[config.mk]
export PLATFORM = sky130hd
export DESIGN_NAME = zircon_tlc549_serial_ctrl
export DESIGN_NICKNAME = d
export VERILOG_FILES = /design/src/rtl/tlc549_pkg.sv /design/src/rtl/zircon_sync2.sv /design/src/rtl/zircon_tlc549_serial_ctrl.sv
export SDC_FILE = /design/constraint.sdc
export NUM_CORES = 1
export LEC_CHECK = 0
export CORE_AREA = 2 2 60 62
export DETAILED_ROUTE_END_ITERATION = 8
export DIE_AREA = 0 0 62 64
export PLACE_DENSITY = 0.8
export SLEW_MARGIN = 20
export SYNTH_ARGS = -nofsm -noshare
export SYNTH_HDL_FRONTEND = slang
export SYNTH_SLANG_ARGS = --single-unit
export TNS_END_PERCENT = 1
[constraint.sdc]
create_clock -name csi_clk -period 4.65 [get_ports csi_clk]
set_input_delay 0.6975 -clock csi_clk [delete_from_list [all_inputs] [get_ports csi_clk]]
set_output_delay 0.6975 -clock csi_clk [all_outputs]
set_load 0.05 [all_outputs]
[src/rtl/tlc549_pkg.sv]
// Shared types and constants for the TLC549 serial front-end.
// Holds the FSM state encoding, ADC word width and default 50 MHz timing.
// Pure declarations; no logic, no latency, no flow control.
package tlc549_pkg;

    typedef enum logic [1:0] {
        ST_IDLE  = 2'd0,
        ST_SETUP = 2'd1,
        ST_SHIFT = 2'd2,
        ST_CONV  = 2'd3
    } state_e;

    localparam int ADC_BITS = 8;

    // Defaults for a 50 MHz csi_clk: 1 MHz I/O CLK, 2 us CS setup, 20 us conversion.
    localparam int DEF_IO_CLK_DIV   = 25;
    localparam int DEF_CS_SETUP_CYC = 100;
    localparam int DEF_CONV_CYC     = 1000;

    function automatic int max3(input int a, input int b, input int c);
        int m;
        m = (a > b) ? a : b;
        return (m > c) ? m : c;
    endfunction

endpackage

[src/rtl/zircon_sync2.sv]
// Two-flop synchronizer for a single asynchronous input bit.
// Latency: 2 clock cycles from input to output.
// No backpressure; samples every cycle.
module zircon_sync2 (
    input  logic clk_i,
    input  logic arst_n_i,
    input  logic d_i,
    output logic q_o
);

    logic meta_q;
    logic sync_q;

    // Two back-to-back flops resolve metastability before the bit is used.
    always_ff @(posedge clk_i or negedge arst_n_i) begin
        if (!arst_n_i) begin
            meta_q <= 1'b0;
            sync_q <= 1'b0;
        end else begin
            meta_q <= d_i;
            sync_q <= meta_q;
        end
    end

    assign q_o = sync_q;

endmodule

[src/rtl/zircon_tlc549_serial_ctrl.sv]
// TLC549 serial front-end: drives CS_n / I/O CLK, shifts result MSB-first, presents it in parallel.
// Latency: one frame = CS_SETUP_CYC + 16*IO_CLK_DIV + CONV_CYC cycles; result appears on CONV entry.
// No backpressure: data_valid is a one-cycle strobe and data_out holds until the next one.
module zircon_tlc549_serial_ctrl
    import tlc549_pkg::*;
#(
    parameter int IO_CLK_DIV   = DEF_IO_CLK_DIV,
    parameter int CS_SETUP_CYC = DEF_CS_SETUP_CYC,
    parameter int CONV_CYC     = DEF_CONV_CYC
) (
    input  logic                csi_clk,
    input  logic                rsi_reset_n,
    input  logic                conv_en,
    input  logic                ad_data,
    output logic                ad_cs_n,
    output logic                ad_io_clk,
    output logic [ADC_BITS-1:0] data_out,
    output logic                data_valid
);

    localparam int CW = $clog2(max3(CS_SETUP_CYC, IO_CLK_DIV, CONV_CYC)) + 1;
    localparam logic [CW-1:0] SETUP_LAST = CW'(CS_SETUP_CYC - 1);
    localparam logic [CW-1:0] HALF_LAST  = CW'(IO_CLK_DIV - 1);
    localparam logic [CW-1:0] CONV_LAST  = CW'(CONV_CYC - 1);

    state_e              state_q, state_d;
    logic [CW-1:0]       cnt_q, cnt_d;
    logic [2:0]          bit_q, bit_d;
    logic                high_q, high_d;     // in SHIFT: 1 = high half of the SCLK period
    logic [ADC_BITS-1:0] shift_q, shift_d;
    logic                primed_q, primed_d; // ADC now holds a result from a frame we clocked
    logic                cs_n_q, cs_n_d;
    logic                sclk_q, sclk_d;
    logic [ADC_BITS-1:0] data_q, data_d;
    logic                vld_q, vld_d;
    logic                ad_data_s;

    zircon_sync2 u_sync_data (
        .clk_i    (csi_clk),
        .arst_n_i (rsi_reset_n),
        .d_i      (ad_data),
        .q_o      (ad_data_s)
    );

    // State, counters and registered pin drivers.
    always_ff @(posedge csi_clk or negedge rsi_reset_n) begin
        if (!rsi_reset_n) begin
            state_q  <= ST_IDLE;
            cnt_q    <= '0;
            bit_q    <= '0;
            high_q   <= 1'b0;
            shift_q  <= '0;
            primed_q <= 1'b0;
            cs_n_q   <= 1'b1;
            sclk_q   <= 1'b0;
            data_q   <= '0;
            vld_q    <= 1'b0;
        end else begin
            state_q  <= state_d;
            cnt_q    <= cnt_d;
            bit_q    <= bit_d;
            high_q   <= high_d;
            shift_q  <= shift_d;
            primed_q <= primed_d;
            cs_n_q   <= cs_n_d;
            sclk_q   <= sclk_d;
            data_q   <= data_d;
            vld_q    <= vld_d;
        end
    end

    // Next-state: frame sequencing, SCLK half-period timing, shift and result handoff.
    always_comb begin
        state_d  = state_q;
        cnt_d    = cnt_q;
        bit_d    = bit_q;
        high_d   = high_q;
        shift_d  = shift_q;
        primed_d = primed_q;
        data_d   = data_q;
        vld_d    = 1'b0;

        case (state_q)
            ST_IDLE: begin
                cnt_d = '0;
                if (conv_en) begin
                    state_d = ST_SETUP;
                end
            end
            ST_SETUP: begin
                if (cnt_q == SETUP_LAST) begin
                    cnt_d   = '0;
                    bit_d   = '0;
                    high_d  = 1'b1;
                    state_d = ST_SHIFT;
                end else begin
                    cnt_d = cnt_q + 1'b1;
                end
            end
            ST_SHIFT: begin
                if (cnt_q == HALF_LAST) begin
                    cnt_d = '0;
                    if (high_q) begin
                        // Last cycle of the high half: the bit has been stable since the prior fall.
                        shift_d = {shift_q[ADC_BITS-2:0], ad_data_s};
                        high_d  = 1'b0;
                    end else begin
                        bit_d  = bit_q + 1'b1;
                        high_d = 1'b1;
                        if (bit_q == 3'd7) begin
                            high_d  = 1'b0;
                            state_d = ST_CONV;
                            // The first frame after reset/idle returns a stale result; drop it.
                            if (primed_q) begin
                                data_d = shift_q;
                                vld_d  = 1'b1;
                            end else begin
                                primed_d = 1'b1;
                            end
                        end
                    end
                end else begin
                    cnt_d = cnt_q + 1'b1;
                end
            end
            ST_CONV: begin
                if (cnt_q == CONV_LAST) begin
                    cnt_d = '0;
                    if (conv_en) begin
                        state_d = ST_SETUP;
                    end else begin
                        state_d  = ST_IDLE;
                        primed_d = 1'b0;
                    end
                end else begin
                    cnt_d = cnt_q + 1'b1;
                end
            end
            default: begin
                state_d = ST_IDLE;
            end
        endcase

        // Pins are decoded from the next state so the registered outputs line up with the state.
        cs_n_d = (state_d == ST_IDLE) || (state_d == ST_CONV);
        sclk_d = (state_d == ST_SHIFT) && high_d;
    end

    assign ad_cs_n    = cs_n_q;
    assign ad_io_clk  = sclk_q;
    assign data_out   = data_q;
    assign data_valid = vld_q;

endmodule

==> results.json, run 1 <==
{
  "synth-seq-cells": 39,
  "reg2reg_to": "data_out[5]$_DFFE_PN0P_",
  "worstPathArrival_ps": 2700,
  "core_sq_mm": 0.00328,
  "fp.dieArea_sq_mm": 0.00397,
  "grt_max_degree": 40,
  "peakVddDrop_mv": 0.215,
  "finalCriticalPeriod_ps": 2460,
  "p_per_area_mw_per_mm2": 264,
  "tightest_slew_ps": 826,
  "fin_nets": 196,
  "cts_resized": 0,
  "ctsHoldBuffers": 0,
  "crit_required_ps": 4890,
  "wl_microns": 3610,
  "synth_cell_type_count": 45,
  "rrSetupSlack_ps": 2190,
  "slew_headroom_pct": 44.9,
  "gp_congestion": 0.823,
  "synth_area_leader_cell": "dfrtp_1",
  "status": "finished, final reports clean",
  "num_rows": 21,
  "r2r_cells": 6,
  "clk_pin_slew_ps": 110,
  "drc_errors": 0,
  "clock_sinks": 39,
  "fin_setup_tns_ps": 0,
  "synth.top_cell.area_share_pct": 49.1,
  "finalHoldViolCount": 0,
  "syn_avg_cell_area_sq_um": 11.3,
  "final-max-slew-violation-count": 0,
  "setup_viol": 0,
  "vias": 1391,
  "yosys_warnings": 0,
  "startpoint": "state_q[0]$_DFF_PN0_",
  "fmax_mhz": 407,
  "io-pin-count": 15,
  "post_cts_buffers": 0,
  "dieHeight_microns": 64,
  "grt_pass1_vias": 1377,
  "end_kind": "flip-flop",
  "initial_utilization_pct": 59.0,
  "syn-num-nets": 184,
  "synthToLayoutAreaGrowth_pct": 12.1,
  "clk_path_buf_depth": 2,
  "r2r_start": "state_q[0]$_DFF_PN0_",
  "power.leakage_nw": 1.01,
  "async_flop_share_pct": 100,
  "placed_cell_area_sq_mm": 0.00209,
  "drtAntennaViolNets": 0,
  "drive_gt1_share_pct": 17.9,
  "synth_most_common_cell": "dfrtp_1",
  "antenna_found_initial": 0,
  "timing.final.crit_share_pct": 52.9,
  "chipWidth_microns": 62,
  "endpoint": "data_out[5]$_DFFE_PN0P_",
  "crit_fanout": 13,
  "hp-class": "reg -> reg",
  "nFillCells": 257,
  "port_buffers": 14,
  "cts_made_buffers": 5,
  "cts_root_buf": "clkbuf_4",
  "yosys-top-cells-area": "dfrtp_1 49%, mux2_2 9.9%, ha_1 5.8%, nor3_1 3.1%, xnor2_1 2.3%",
  "synth_flop_cell": "dfrtp_1",
  "grt.total_usage_pct": 21.5,
  "fin_skew_ps": 4.19,
  "drt_pass1_iterations": 5,
  "routed_via_density": 6.05,
  "htree_levels": 2,
  "grt_pass1_wl_microns": 6200,
  "ys_seq_area_share_pct": 50.5,
  "overflow": 0,
  "synth_area_sq_mm": 0.00194,
  "diodes": 0,
  "clk_latency_ps": 350,
  "ys_top_cells_by_count": "38 x dfrtp_1, 17 x mux2_2, 12 x nor3_1",
  "postLayoutCellArea_sq_mm": 0.00217,
  "maxCapViolCount": 0,
  "grt_setup_unrepaired": "false",
  "cp-start-kind": "flip-flop",
  "avgRoutedWirePerCell_microns": 15.7,
  "synth_edf_count": 0,
  "critPathKind": "reg -> reg",
  "cts_tree": "done",
  "hpwl_microns": 2650,
  "syn_inst": 171,
  "drt_iter0_markers": 31
}
critical path: stages, from the launching register on:
cell and delay [ps]:
dfrtp_1 450, inv_1 110, ha_1 460, nor4bb_1 380
nand4_1 210, or2_2 440, mux2_2 300
registers in the layout (all words and copies together) (netlist names):
name,cells
data_valid,1
state_q,2
cnt_q,11
bit_q,3
high_q,1
ad_cs_n,1
ad_io_clk,1
data_out,8
primed_q,1
u_sync_data.q_o,1
u_sync_data.meta_q,1
shift_q,8
metrics by stage:
step	instances	total power [mW]	hold WS [ps]	utilization, %	setup slack (ps)
2_1_floorplan	171	0.347	331	-	2410
3_3_place_gp	222	0.355	346	63.7	2280
3_5_place_dp	222	0.356	338	63.7	2210
4_1_cts	230	0.581	376	66.1	2200
5_1_grt	230	0.599	381	66.1	1970
6_report	230	0.573	372	66.1	2190
cells by family after synthesis:
group | count (synthesis) | synth area share [%]
flip-flops | 39 | 50.5
buffers and inverters | 20 | 4.13
adder cells (fa/ha/maj) | 9 | 5.81
AND/OR/NAND/NOR | 57 | 17.6
AO/OA/AOI/OAI | 18 | 6.98
multiplexers | 19 | 10.9
XOR/XNOR | 9 | 4.07
layout make-up:
type / count / area (sq um) / area share, %
Tap cell: 46 / 57.6 / 2.65
Inverter: 11 / 41.3 / 1.90
Clock buffer: 5 / 37.5 / 1.73
Timing Repair Buffer: 14 / 135 / 6.22
Multi-Input combinational cell: 112 / 880 / 40.5
Sequential cell: 39 / 977 / 45.0
Clock inverter: 3 / 43.8 / 2.02
worst min-delay path by stage:
stage / startpoint / end / cells after the start
6_report: u_sync_data.meta_q$_DFF_PN0_ / u_sync_data.q_o$_DFF_PN0_ / 0
5_1_grt: u_sync_data.meta_q$_DFF_PN0_ / u_sync_data.q_o$_DFF_PN0_ / 0
4_1_cts: u_sync_data.meta_q$_DFF_PN0_ / u_sync_data.q_o$_DFF_PN0_ / 0
3_5_place_dp: u_sync_data.meta_q$_DFF_PN0_ / u_sync_data.q_o$_DFF_PN0_ / 0
3_3_place_gp: u_sync_data.meta_q$_DFF_PN0_ / u_sync_data.q_o$_DFF_PN0_ / 0
2_1_floorplan: u_sync_data.meta_q$_DFF_PN0_ / u_sync_data.q_o$_DFF_PN0_ / 0
cell usage in the layout, fill, tap and decap left out, types with 2 or more instances in the layout:
master | synthesis | layout
o21ai_0 | 4 | 4
mux2i_1 | 2 | 2
or4_1 | 3 | 3
clkdlybuf4s50_1 | 0 | 13
nand2_1 | 10 | 10
nand4b_1 | 3 | 3
nor4_1 | 3 | 3
and3_1 | 2 | 2
clkbuf_4 | 0 | 5
nor3_1 | 12 | 12
dfrtp_1 | 38 | 38
inv_1 | 11 | 11
or2_2 | 2 | 2
nand3_1 | 3 | 3
a21oi_1 | 2 | 2
ha_1 | 9 | 9
nor2_1 | 5 | 5
mux2_2 | 17 | 17
xor2_1 | 4 | 4
xnor2_1 | 5 | 5
nor4bb_1 | 2 | 2
nand4_1 | 4 | 4
routing by layer:
metal,share of wire [%],GRT usage (%),vias to the layer above,wire [microns]
li1,-,-,641,-
met1,42,28.0,680,1500
met2,50,32.6,52,1810
met3,5.0,5.87,18,179
met4,3.3,10.6,0,120
met5,0,0,-,0
where the power goes:
group,switching [mW],leakage (nW),total [mW],internal [mW]
Clock,0.111,0.0452,0.224,0.113
Combinational,0.00668,0.454,0.00859,0.00191
Sequential,0.000229,0.512,0.340,0.340
Total,0.118,1.01,0.573,0.455
No activity file was read; power rests on OpenSTA's default activity.
==> run 2, diff against run 1 <==
CORE_AREA = 2 2 62 64   (was 2 2 60 62)
DIE_AREA = 0 0 64 66   (was 0 0 62 64)
PLACE_DENSITY = 0.75   (was 0.8)
clock period = 2.3 ns   (was 4.65 ns; I/O delays follow)
==> results.json, run 2 (synthesized netlist as in run 1, its figures left out) <==
{
  "tightest_slew_ps": 849,
  "fmax_mhz": 452,
  "routed_via_density": 5.68,
  "layout_commonest_cell": "dfrtp_1",
  "layout_common_cells": "38 x dfrtp_1, 17 x mux2_2, 13 x clkdlybuf4s50_1",
  "synthToLayoutAreaGrowth_pct": 17.9,
  "dpl_worst_slack_ps": 86.6,
  "p_switching_mw": 0.241,
  "regMostFlops": "cnt_q",
  "grt_pass1_vias": 1388,
  "cts_made_buffers": 5,
  "slew_headroom_pct": 43.4,
  "chipWidth_microns": 64,
  "dieHeight_microns": 66,
  "gp_congestion": 0.883,
  "grt.total_usage_pct": 19.5,
  "timing.final.crit_share_pct": 96.2,
  "critPathKind": "reg -> reg",
  "fin_skew_ps": 7.11,
  "clk_path_buf_depth": 2,
  "vias": 1387,
  "fin_setup_tns_ps": 0,
  "clockPowerShare_pct": 39.2,
  "initial_utilization_pct": 54.5,
  "port_buffers": 14,
  "end_kind": "flip-flop",
  "hpwl_microns": 2600,
  "avgRoutedWirePerCell_microns": 14.9,
  "core_sq_mm": 0.00355,
  "power.leakage_nw": 1.08,
  "drc_errors": 0,
  "drive_gt1_share_pct": 24.5,
  "status": "finished, final reports clean",
  "postLayoutCellArea_sq_mm": 0.00228,
  "p_seq_share_pct": 59.3,
  "finalHoldViolCount": 0,
  "overflow": 0,
  "p_per_area_mw_per_mm2": 508,
  "crit_required_ps": 2540,
  "cts_tree": "done",
  "fin_nets": 208,
  "antenna_found_initial": 0,
  "fp.dieArea_sq_mm": 0.00422,
  "htree_levels": 2,
  "peakVddDrop_mv": 0.342,
  "drt_iter0_markers": 64,
  "cp-start-kind": "flip-flop",
  "hp-class": "in -> async",
  "timing.hold.ws_ps": 95.6,
  "ctsHoldBuffers": 0,
  "diodes": 0,
  "num_rows": 22,
  "wl_microns": 3650,
  "grt_pass1_wl_microns": 6400,
  "drtAntennaViolNets": 0,
  "io-pin-count": 15,
  "worstPathArrival_ps": 2460,
  "cts_root_buf": "clkbuf_4",
  "grt_max_degree": 40,
  "post-route-util_pct": 64.3,
  "placed_cell_area_sq_mm": 0.00218,
  "clk_latency_ps": 340,
  "p_sw_share_pct": 20.7,
  "maxCapViolCount": 0,
  "clock_sinks": 39,
  "finalCriticalPeriod_ps": 2210,
  "crit_fanout": 4,
  "r2r_cells": 6,
  "setup_viol": 0,
  "worst_slack_ps": 87.3,
  "final-max-slew-violation-count": 0,
  "grt_setup_unrepaired": "false",
  "power_frac_comb_pct": 1.5,
  "clk_pin_slew_ps": 120,
  "power.internal_mw": 0.920,
  "largest_register_ffs": 11,
  "drt_pass1_iterations": 4
}
run 2: cell types whose count changed in the layout (fill, tap and decap cells not counted), sizes merged:
| cell | previous run | this run |
|---|---|---|
| buf | 1 | 13 |
run 2: power groups by stage:
stage,combinational (mW),sequential [mW],clock [mW]
after CTS,0.0188,0.688,0.469
final,0.0177,0.688,0.455
after floorplan,0.000489,0.701,0
after detailed placement,0.0187,0.701,0
after global routing,0.0212,0.688,0.500
after global placement,0.0183,0.701,0
run 2: path summary, 6_finish.rpt:
path | start | endpoint | slack (ps)
max | cnt_q[3]$_DFF_PN0_ | ad_io_clk$_DFF_PN0_ | 90
min | rsi_reset_n | data_valid$_DFF_PN0_ | 100
max reg2reg | cnt_q[3]$_DFF_PN0_ | ad_io_clk$_DFF_PN0_ | 90
min reg2reg | u_sync_data.meta_q$_DFF_PN0_ | u_sync_data.q_o$_DFF_PN0_ | 370
max in group asynchronous | rsi_reset_n | cnt_q[1]$_DFF_PN0_ | 1680
min in group csi_clk | u_sync_data.meta_q$_DFF_PN0_ | u_sync_data.q_o$_DFF_PN0_ | 370
run 2: final cells by class:
| cell class | instances | area [sq um] |
|---|---|---|
| repair buffers | 26 | 225 |
| clock inverters | 3 | 43.8 |
| clock buffers | 5 | 37.5 |
| multi-input cells | 112 | 898 |
| flip-flops and latches | 39 | 977 |
| inverters | 11 | 41.3 |
| fillers | 267 | 1270 |
| well taps | 48 | 60.1 |
run 2: repair_timing:
item | CTS | global route
setup buffers | 0 | 1
endpoints found under the setup margin | 0 | 3
gates resized for setup | 0 | 4
run 2: stage by stage:
step	cells	total power [mW]
floorplan	171	0.701
global placement	235	0.719
detailed placement	235	0.720
CTS	243	1.18
global route	244	1.21
finish	244	1.16
run 2: critical path, cell delays in order (launching register included):
cell	delay [ps]
dfrtp_1	400
or3b_1	390
o41a_1	480
or4_1	420
o311a_1	140
ha_1	190
o21a_1	100
run 2: metal layers:
layer	global-route usage, %	share of wire [%]	vias up
met1	23.9	44	690
met2	34.5	51	34
met3	4.26	4.6	4
li1	-	-	659
met4	5.98	0.96	0
met5	0	0	-
==> run 3, diff against run 2 <==
ABC_CLOCK_PERIOD_IN_PS = 2300   (was unset)
CORE_AREA = 2 2 53 74   (was 2 2 62 64)
DIE_AREA = 0 0 55 76   (was 0 0 64 66)
PLACE_DENSITY = 0.76   (was 0.75)
==> results.json, run 3 (synthesized netlist as in run 1, its figures left out) <==
{
  "p_sw_share_pct": 18.3,
  "clk_pin_slew_ps": 80,
  "worst_slack_ps": 73.6,
  "largest_register_ffs": 11,
  "clock_sinks": 39,
  "final-max-slew-violation-count": 0,
  "multi_input_area_sq_um": 890,
  "drive_gt1_share_pct": 24.4,
  "cts_made_buffers": 5,
  "power.leakage_nw": 1.09,
  "drc_errors": 0,
  "hpwl_microns": 2970,
  "grt_pass1_wl_microns": 7130,
  "worstPathArrival_ps": 2410,
  "wl_microns": 4250,
  "grt_pass1_vias": 1540,
  "end_kind": "flip-flop",
  "antenna_found_initial": 0,
  "dpl_worst_slack_ps": 52.6,
  "slew_headroom_pct": 43.5,
  "tightest_slew_ps": 847,
  "timing.hold.ws_ps": 152,
  "cts_tree": "done",
  "finalCriticalPeriod_ps": 2230,
  "htree_levels": 2,
  "met2_usage_pct": 38.9,
  "layout_commonest_cell": "dfrtp_1",
  "nFillCells": 277,
  "fin_setup_tns_ps": 0,
  "regArea_sq_um": 977,
  "vias": 1444,
  "post-route-util_pct": 65.1,
  "grt_setup_unrepaired": "false",
  "setup_viol": 0,
  "fmax_mhz": 449,
  "grt_use_met1_pct": 26.0,
  "grt_max_degree": 40,
  "fin_skew_ps": 8.86,
  "cts_root_buf": "clkbuf_8",
  "status": "finished, final reports clean",
  "p_seq_share_pct": 50.0,
  "timing.final.crit_share_pct": 96.8,
  "layout_common_cells": "38 x dfrtp_1, 17 x mux2_2, 13 x clkdlybuf4s50_1, 13 x buf_4, 12 x nor3_1",
  "p_per_area_mw_per_mm2": 590,
  "rrSetupSlack_ps": 70,
  "io-pin-count": 15,
  "hp-class": "in -> async",
  "power.internal_mw": 1.12,
  "fin_nets": 209,
  "cp-start-kind": "flip-flop",
  "power_mw": 1.37,
  "chipWidth_microns": 55,
  "clockPowerShare_pct": 48.7,
  "drt_iter0_markers": 62,
  "p_switching_mw": 0.251,
  "core_sq_mm": 0.00358,
  "drtAntennaViolNets": 0,
  "num_rows": 26,
  "power_frac_comb_pct": 1.3,
  "r2r_start": "cnt_q[3]$_DFF_PN0_",
  "diodes": 0,
  "port_buffers": 14,
  "gr-usage-met3_pct": 6.67,
  "regMostFlops": "cnt_q",
  "crit_fanout": 2,
  "avgRoutedWirePerCell_microns": 17.8,
  "maxCapViolCount": 0,
  "grt.total_usage_pct": 23.3,
  "reg2reg_to": "ad_io_clk$_DFF_PN0_",
  "drt_pass1_iterations": 4,
  "overflow": 0,
  "critPathKind": "reg -> reg",
  "fp.dieArea_sq_mm": 0.00418,
  "r2r_cells": 6,
  "synthToLayoutAreaGrowth_pct": 20.3,
  "routed_via_density": 6.04,
  "clk_path_buf_depth": 2,
  "finalHoldViolCount": 0,
  "clk_latency_ps": 290,
  "gp_congestion": 1.01,
  "peakVddDrop_mv": 0.717,
  "crit_required_ps": 2490,
  "grt_busiest_layer": "met2",
  "dieHeight_microns": 76,
  "initial_utilization_pct": 54.1
}
run 3: cell types whose count changed in the layout (fill, tap and decap cells not counted), sizes merged:
cell | previous run | this run
clkinvlp | 0 | 1
bufinv | 1 | 2
buf | 13 | 14
clkinv | 2 | 0
run 3: power groups by stage:
stage	combinational, mW	sequential (mW)	clock (mW)
2_1_floorplan	0.000489	0.701	0
3_3_place_gp	0.0176	0.701	0
3_5_place_dp	0.0188	0.701	0
4_1_cts	0.0188	0.687	0.686
5_1_grt	0.0213	0.688	0.719
6_report	0.0178	0.687	0.670
run 3: final cells by class:
cell class / count / area share (%)
Multi-Input combinational cell: 112 / 38.2
Tap cell: 42 / 2.26
Timing Repair Buffer: 27 / 9.99
Sequential cell: 39 / 41.9
Inverter: 11 / 1.77
Clock inverter: 3 / 2.90
Clock buffer: 5 / 2.95
run 3: how the worst max path moves through the flow:
stage / start / end / slack [ps] / cells past startpoint
6_report: cnt_q[3]$_DFF_PN0_ / ad_io_clk$_DFF_PN0_ / 70 / 6
2_1_floorplan: cnt_q[3]$_DFF_PN0_ / ad_io_clk$_DFF_PN0_ / 60 / 7
3_5_place_dp: cnt_q[8]$_DFF_PN0_ / ad_io_clk$_DFF_PN0_ / 50 / 6
4_1_cts: cnt_q[8]$_DFF_PN0_ / ad_io_clk$_DFF_PN0_ / 40 / 6
5_1_grt: state_q[0]$_DFF_PN0_ / data_out[5]$_DFFE_PN0P_ / 10 / 6
3_3_place_gp: cnt_q[8]$_DFF_PN0_ / ad_io_clk$_DFF_PN0_ / 100 / 6
run 3: metrics by stage:
step	instance area, sq um	cells
finish	2330	239
global route	2330	239
CTS	2310	238
detailed placement	2180	230
global placement	2180	230
floorplan	1940	171
run 3: layer usage:
metal / vias up / part of all wire, %
li1: 667 / -
met3: 9 / 3.7
met1: 724 / 39
met5: - / 0
met4: 0 / 2.3
met2: 44 / 55
run 3: worst max-delay path: stages (launching register included):
cell     delay (ps)
dfrtp_1         380
or3b_1          430
o41a_1          440
or4_1           410
o311a_1         160
ha_1            210
o21a_1          100
run 3: repair_timing:
action | 4_1_cts | 5_1_grt
setup endpoints to repair | 0 | 11
hold endpoints to repair | 0 | 0
buffers inserted | 0 | 1
resized for setup | 0 | 5
hold buffers | 0 | 0
